--- src/rtl/fetch_unit.sv ---
// fetch_unit -- instruction fetch front end.
//
// Issues word-aligned fetch requests to instruction memory and queues the
// returned words with their PCs for decode. Taken branches and jumps flush the
// queue and restart fetch at the new PC. Responses to requests that were
// already in flight when the redirect happened are counted and discarded.
//
// Handshakes: every channel uses valid/ready. A transfer happens on a rising
// edge where valid and ready are both 1. Valid never depends on ready. The
// response channel has no ready, and the credit rule guarantees room for
// every response that is kept.
//
// Ports:
//   clk, reset        single clock; synchronous active-high reset
//   imem_req_valid    fetch request offered (output)
//   imem_req_ready    memory accepts the request (input)
//   imem_req_addr     word-aligned fetch address (output, 32)
//   imem_resp_valid   instruction word returned, in request order (input)
//   imem_resp_data    returned instruction word (input, 32)
//   redirect_valid    taken branch/jump: flush and refetch (input)
//   redirect_pc       new fetch address; bits [1:0] ignored (input, 32)
//   inst_valid        queue head valid to decode (output)
//   inst_ready        decode consumes the head (input)
//   inst_data         head instruction, 0 when empty (output, 32)
//   inst_pc           PC of head instruction, 0 when empty (output, 32)
module fetch_unit #(
  parameter logic [31:0] RESET_PC = 32'h0000_0000,
  parameter int          DEPTH    = 2
) (
  input  logic        clk,
  input  logic        reset,
  output logic        imem_req_valid,
  input  logic        imem_req_ready,
  output logic [31:0] imem_req_addr,
  input  logic        imem_resp_valid,
  input  logic [31:0] imem_resp_data,
  input  logic        redirect_valid,
  input  logic [31:0] redirect_pc,
  output logic        inst_valid,
  input  logic        inst_ready,
  output logic [31:0] inst_data,
  output logic [31:0] inst_pc
);

  localparam int CW = $clog2(DEPTH + 1);
  localparam int PW = (DEPTH > 1) ? $clog2(DEPTH) : 1;
  localparam int SW = CW + 2;

  logic [31:0]   fetch_pc;
  logic [31:0]   resp_pc;
  logic [31:0]   q_pc   [DEPTH];
  logic [31:0]   q_data [DEPTH];
  logic [PW-1:0] rd_ptr;
  logic [PW-1:0] wr_ptr;
  logic [CW-1:0] count;
  logic [CW-1:0] live;
  logic [CW-1:0] drop;

  logic [SW-1:0] credits_used;
  logic [CW-1:0] inflight;
  logic          req_fire;
  logic          resp_drop;
  logic          resp_push;
  logic          pop;
  logic          unused_redirect_lsbs;

  function automatic logic [PW-1:0] ptr_next(input logic [PW-1:0] p);
    return (p == PW'(DEPTH - 1)) ? '0 : p + PW'(1);
  endfunction

  // Queue slots and in-flight requests share one budget. Every kept
  // response therefore has a free slot waiting for it, and the response
  // channel needs no back-pressure.
  assign credits_used = SW'(count) + SW'(live) + SW'(drop);
  assign inflight     = live + drop;

  assign imem_req_valid = !reset && !redirect_valid && (credits_used < SW'(DEPTH));
  assign imem_req_addr  = fetch_pc;
  assign req_fire       = imem_req_valid && imem_req_ready;

  // Responses to requests issued before a redirect are discarded first.
  // A response that arrives while nothing is in flight is a stray from before
  // a reset, and it is ignored.
  assign resp_drop = imem_resp_valid && (drop != '0);
  assign resp_push = imem_resp_valid && (drop == '0) && (live != '0);

  assign inst_valid = (count != '0);
  assign pop        = inst_valid && inst_ready;
  assign inst_data  = inst_valid ? q_data[rd_ptr] : '0;
  assign inst_pc    = inst_valid ? q_pc[rd_ptr]   : '0;

  assign unused_redirect_lsbs = ^redirect_pc[1:0];

  // Queue storage needs no reset. The pointers and count decide what is visible.
  always_ff @(posedge clk) begin
    if (resp_push && !redirect_valid) begin
      q_pc[wr_ptr]   <= resp_pc;
      q_data[wr_ptr] <= imem_resp_data;
    end
  end

  always_ff @(posedge clk) begin
    if (reset) begin
      fetch_pc <= RESET_PC;
      resp_pc  <= RESET_PC;
      rd_ptr   <= '0;
      wr_ptr   <= '0;
      count    <= '0;
      live     <= '0;
      drop     <= '0;
    end else if (redirect_valid) begin
      fetch_pc <= {redirect_pc[31:2], 2'b00};
      resp_pc  <= {redirect_pc[31:2], 2'b00};
      rd_ptr   <= '0;
      wr_ptr   <= '0;
      count    <= '0;
      live     <= '0;
      // Every request still in flight becomes a drop. A response arriving
      // this same cycle settles one of them now.
      drop     <= (imem_resp_valid && (inflight != '0)) ? inflight - CW'(1) : inflight;
    end else begin
      if (req_fire) begin
        fetch_pc <= fetch_pc + 32'd4;
      end
      if (resp_push) begin
        wr_ptr  <= ptr_next(wr_ptr);
        resp_pc <= resp_pc + 32'd4;
      end
      if (pop) begin
        rd_ptr <= ptr_next(rd_ptr);
      end
      if (resp_drop) begin
        drop <= drop - CW'(1);
      end
      case ({req_fire, resp_push})
        2'b10:   live <= live + CW'(1);
        2'b01:   live <= live - CW'(1);
        default: ;
      endcase
      case ({resp_push, pop})
        2'b10:   count <= count + CW'(1);
        2'b01:   count <= count - CW'(1);
        default: ;
      endcase
    end
  end

endmodule

--- config.mk ---
export PLATFORM = sky130hd
export DESIGN_NAME = fetch_unit
export DESIGN_NICKNAME = d
export VERILOG_FILES = /design/src/rtl/fetch_unit.sv
export SDC_FILE = /design/constraint.sdc
export NUM_CORES = 1
export LEC_CHECK = 0
export CELL_PAD_IN_SITES_DETAIL_PLACEMENT = 1
export CELL_PAD_IN_SITES_GLOBAL_PLACEMENT = 2
export CORE_ASPECT_RATIO = 1.4
export CORE_MARGIN = 8
export CORE_UTILIZATION = 37
export DETAILED_ROUTE_END_ITERATION = 10
export PLACE_DENSITY = 0.9
export SYNTH_ARGS = -nofsm -noshare
export SYNTH_HDL_FRONTEND = slang
export SYNTH_SLANG_ARGS = --single-unit
--- constraint.sdc ---
create_clock -name clk -period 19.5 [get_ports clk]
set_clock_uncertainty 0.2 [all_clocks]
set_input_delay 4.875 -clock clk [delete_from_list [all_inputs] [get_ports clk]]
set_output_delay 4.875 -clock clk [all_outputs]
set_load 0.05 [all_outputs]
Word level (Yosys, flattened, before mapping)

Memory sizes are Yosys's and may differ from the RTL's. A register that Yosys moved wholly into a read port is not among the register bits.
Index checks and enable logic that the tools add are counted.

Word-level logic and storage cells: 70
RAM bits: 128
Register bits: 72
Memories: 2

Add/subtract/negate cells: 13
Reduce and logical (&&, ||, !) cells: 22
Equal/unequal tests: 4
Magnitude comparators: 1
Muxes and demuxes: 19

Memory list:

| memory | depth | bits a word | rd ports | clocked after memory_dff | wr ports | RTL line | RTL |
|---|---|---|---|---|---|---|---|
| q_data | 2     | 32          | 1        | 1                        | 1        | 52       | `logic [31:0] q_data [DEPTH];` |
| q_pc   | 2     | 32          | 1        | 1                        | 1        | 51       | `logic [31:0] q_pc [DEPTH];` |

Operators by type and width:

| kind                  | number |
|---|---|
| $mux 32               | 6 |
| $add 32x3->32 const B | 2 |
| $reduce_bool 2->1     | 9 |
| $logic_and 1x1->1     | 9 |
| $mux 1                | 8 |
| $pmux 2 s2            | 2 |
| $sub 2x1->2 const B   | 4 |
| $mux 2                | 3 |
| $add 2x1->2 const B   | 2 |
| $add 3x2->4           | 1 |
| $eq 2x1->1 const B    | 2 |
| $eq 2x2->1 const B    | 2 |
| $lt 4x2->1 const B    | 1 |
| $add 2x2->3           | 1 |
| $add 1x1->1 const B   | 2 |
| $add 2x2->2           | 1 |
| $logic_not 1->1       | 2 |
| $logic_not 2->1       | 1 |
| $reduce_or 2->1       | 1 |

Longest topological paths before layout

Depth after elaboration: 7
Gate-level depth with buffers: 13
Depth with buffers taken out: 11

Worst setup path before layout

No wires, ideal clock.

Path kind: in2out
From: in reset
To: out imem_req_valid
Path buffers: 3
Required time: 14.425 ns
Arrival time: 7.240 ns
Path slack: 7.185 ns
Cell stages on the path: 5
Path through: buf_2 or2_1 buf_2 buf_1 nor4b_1

Cells in the longest elaborated chain, start to end: 3

RTL lines:

| what                            | RTL line | RTL |
|---|---|---|
| from (decl)                     | 31       | `input logic reset,` |
| $logic_not 1->1                 | 77       | `assign imem_req_valid = !reset && !redirect_valid && (credits_used < SW'(DEPTH));` |
| $logic_and 1x1->1 (2 in series) | 77       |  |
| to (decl)                       | 32       | `output logic imem_req_valid,` |

Every way passes these cells.

Final worst setup path

From: in redirect_valid
To: out imem_req_valid

Cells in the longest elaborated chain, start to end: 3

RTL lines:

| what                            | RTL line | RTL |
|---|---|---|
| from (decl)                     | 37       | `input logic redirect_valid,` |
| $logic_not 1->1                 | 77       |  |
| $logic_and 1x1->1 (2 in series) | 77       |  |

Every way passes these cells.

==> run_results.csv <==
group,metric,value,unit
layout,area_growth,28.6,%
floorplan,core,23800,um^2
worst_hold_path,min-delay-path-class,"flip-flop to flip-flop",
power,fin_total_pwr,0.000931,W
layout,final_nets,1015,
run_status,status,"finished, final reports clean",
synth,synthTopCellsByArea,"edfxtp_1, dfxtp_1, mux2i_1",
floorplan,initial_core_util,37.5,%
timing,slew_headroom,21.6,%
synth,synthFlopType,"edfxtp_1",
floorplan,die_area,29500,um^2
routing,vias_per_cell,5.50,
grt,first_global_vias,7213,
critical_path,critPathLaunchType,"input pin",
grt,grt_max_degree,76,
power,powerDensity,81.0,nW/um^2
synth,avgSynthCellArea,11.3,um^2
timing,post-route-period-util,62.3,%
routing,wl_per_cell,20.3,um
critical_path,crit_cells,5,
floorplan,ios,168,
clock_network,cts_tree,"yes",
placement,place_inst,1226,
grt,grtUsageTotal,17.3,%
clock_network,post_cts_resized,0,
floorplan,rows,67,
clock_network,clk_path_buf_depth,2,
clock_network,htreeDepth,4,
placement,port_buffers,161,
layout,antennaDiodeCount,0,
power,ir_drop,0.0000621,V
critical_path,slowest_delay,870,ps
critical_path,cp_max_fo,48,
synth,synth.cell_area,8940,um^2
synth,synth_cell_types,68,
routing,routed-via-count,6919,
synth,syn_inst,791,
timing,fmax,82.3,MHz
timing,rsz0062_at_grt,"no",
routing,wirelength,25600,um
clock_network,clock_latency,430,ps
clock_network,cts.clk_slew.worst_paths,70,ps
critical_path,critPathTopFamily,"buffers and inverters",
worst_hold_path,min_path_cells,2,
synth,yosysTopAreaCellShare,41.7,%
routing,drc_errors,0,
clock_network,cts.sinks,193,
power,p_leak,3.64,nW
synth,yosys_warnings,0,
layout,fin_cells,1258,
layout,mostFrequentLayoutCell,"clkdlybuf4s50_1",
critical_path,path_cells,"clkdlybuf4s50_1 > buf_4 > or2_1 > nor4b_1 > clkdlybuf4s50_1",
timing,finalSetupViolations,0,
timing,hold_viol_final,0,
timing,finalCriticalPeriod,12150,ps
placement,place_congestion,0.826,
clock_network,hold_buffers,0,
routing,drt_iter0_markers,334,
clock_network,numCtsBuffers,17,
grt,grt_overflow,0,
timing,tightest_slew,1160,ps
timing,holdWs,347,ps
critical_path,ff2ff_path_depth,11,
grt,grt_first_pass_wirelength,39900,um
synth,synth-seq-area-share,57.1,%
critical_path,crit_required,14430,ps
timing,fin_setup_tns,0,ps
synth,synth_edf_count,124,
critical_path,crit_path_top_delay_cell,"clkdlybuf4s50_1",
critical_path,path_buf_inv,3,
floorplan,die_w,147,um
layout,drive_gt1_share,6.54,%
placement,hpwlAfterDp,18000,um
routing,ant_nets,0,
placement,placed_area,10800,um^2
synth,synth-async-reset-ratio,0,%
synth,synth-seq-cells,193,
clock_network,post_cts_buffers,0,
critical_path,path_class,"input pin to output port",
timing,slew_viol_final,0,
critical_path,cp-end-kind,"output port",
critical_path,path_common_cell,"clkdlybuf4s50_1",
layout,final_cell_mix,"clkdlybuf4s50_1, edfxtp_1, nor2_1, dfxtp_1, mux2i_1",
clock_network,root_buffer,"clkbuf_16",
synth,synth_top_area_cell,"edfxtp_1",
floorplan,die_h,200,um
flow_run,drv_cap,0,
layout,design_area,11500,um^2
grt,antenna_found_initial,0,
routing,firstDrtPassIters,4,
critical_path,critPathArrivalTime,7080,ps
## cells in the mapped netlist (all sizes together), types with 5 or more instances
master  instances
nor4            8
o31ai           5
edfxtp        124
nand3          23
xor2            9
o21a            7
nor3           14
ha              9
inv            20
a311oi          5
a21oi          12
and2            6
buf            19
and3           14
or4            19
a21boi         10
mux2i          62
clkbuf         31
nand2          39
dfxtp          69
or3            14
xnor2          16
o211ai         17
a31oi          14
o21ai          16
nand4          31
a211oi         12
and4           14
nor2           98
o311a           5
## power breakdown
group          leakage [nW]  switching [W]  internal [W]
Sequential             1.70      0.0000170      0.000444
Combinational          1.63      0.0000497     0.0000357
Clock                 0.314       0.000155      0.000229
## worst register-to-register path: stages (launching register included)
cell and delay [ps]:
dfxtp_1 460, inv_1 100, fa_1 500, inv_1 40, ha_1 320, nand4bb_1 210
buf_4 220, nor2_4 240, inv_1 260, ha_1 390, or3_1 370, a21oi_1 160
## sequential cells by signal (all words and copies together), names as in the netlist, named ones only
signal         cells
q_data            64
resp_pc           30
live               2
wr_ptr             1
drop               2
rd_ptr             1
q_pc              60
imem_req_addr     30
count              2
## worst paths after layout
| kind | start | to | slack [ps] |
|---|---|---|---|
| worst max register to register | live[1]$_SDFFE_PP0P_ | live[1]$_SDFFE_PP0P_ | 15970 |
| worst min-delay path | rd_ptr$_SDFFE_PP0P_ | rd_ptr$_SDFFE_PP0P_ | 350 |
| worst max-delay path | redirect_valid | imem_req_valid | 7350 |
| worst min register to register | rd_ptr$_SDFFE_PP0P_ | rd_ptr$_SDFFE_PP0P_ | 350 |
## kinds of logic (layout without fill, tap and decap cells)
kind of cell               Yosys count  count (layout)  share of synthesized area, %
adders and majority gates           10              10                          1.48
DFF                                193             193                          57.1
muxes                               63              63                          7.07
buffers and inverters               70             224                          3.26
AOI/OAI and AO/OA                  134             134                          11.0
and+or+nand+nor                    295             295                          17.6
xor gates and xnor gates            25              25                          2.45
other                                1               4                        0.0420
## cell type report
cell class                 instances  area [um^2]
clock buffer                      17          425
clock inverter                    15          229
fill                            2543        12300
inverter                          20         75.1
multi-input combinational        531         3570
sequential                       193         5110
tap                              310          388
timing repair buffer             172         1690
## routing by layer
| metal | routed length (um) | global-route usage, % | vias up |
|---|---|---|---|
| met4 | 666 | 7.01 | 0 |
| met2 | 13500 | 31.7 | 152 |
| met5 | 0 | 0 | - |
| met3 | 898 | 3.25 | 31 |
| met1 | 10500 | 19.3 | 3435 |
| li1 | - | - | 3301 |
## metrics by stage
stage / util [%] / setup WS (ps)
after floorplan: - / 7190
after CTS: 48.3 / 7320
after global placement: 45.5 / 7310
final: 48.3 / 7350
after detailed placement: 45.5 / 7330
after global routing: 48.3 / 7290
Power figures use the tool's default switching activity.
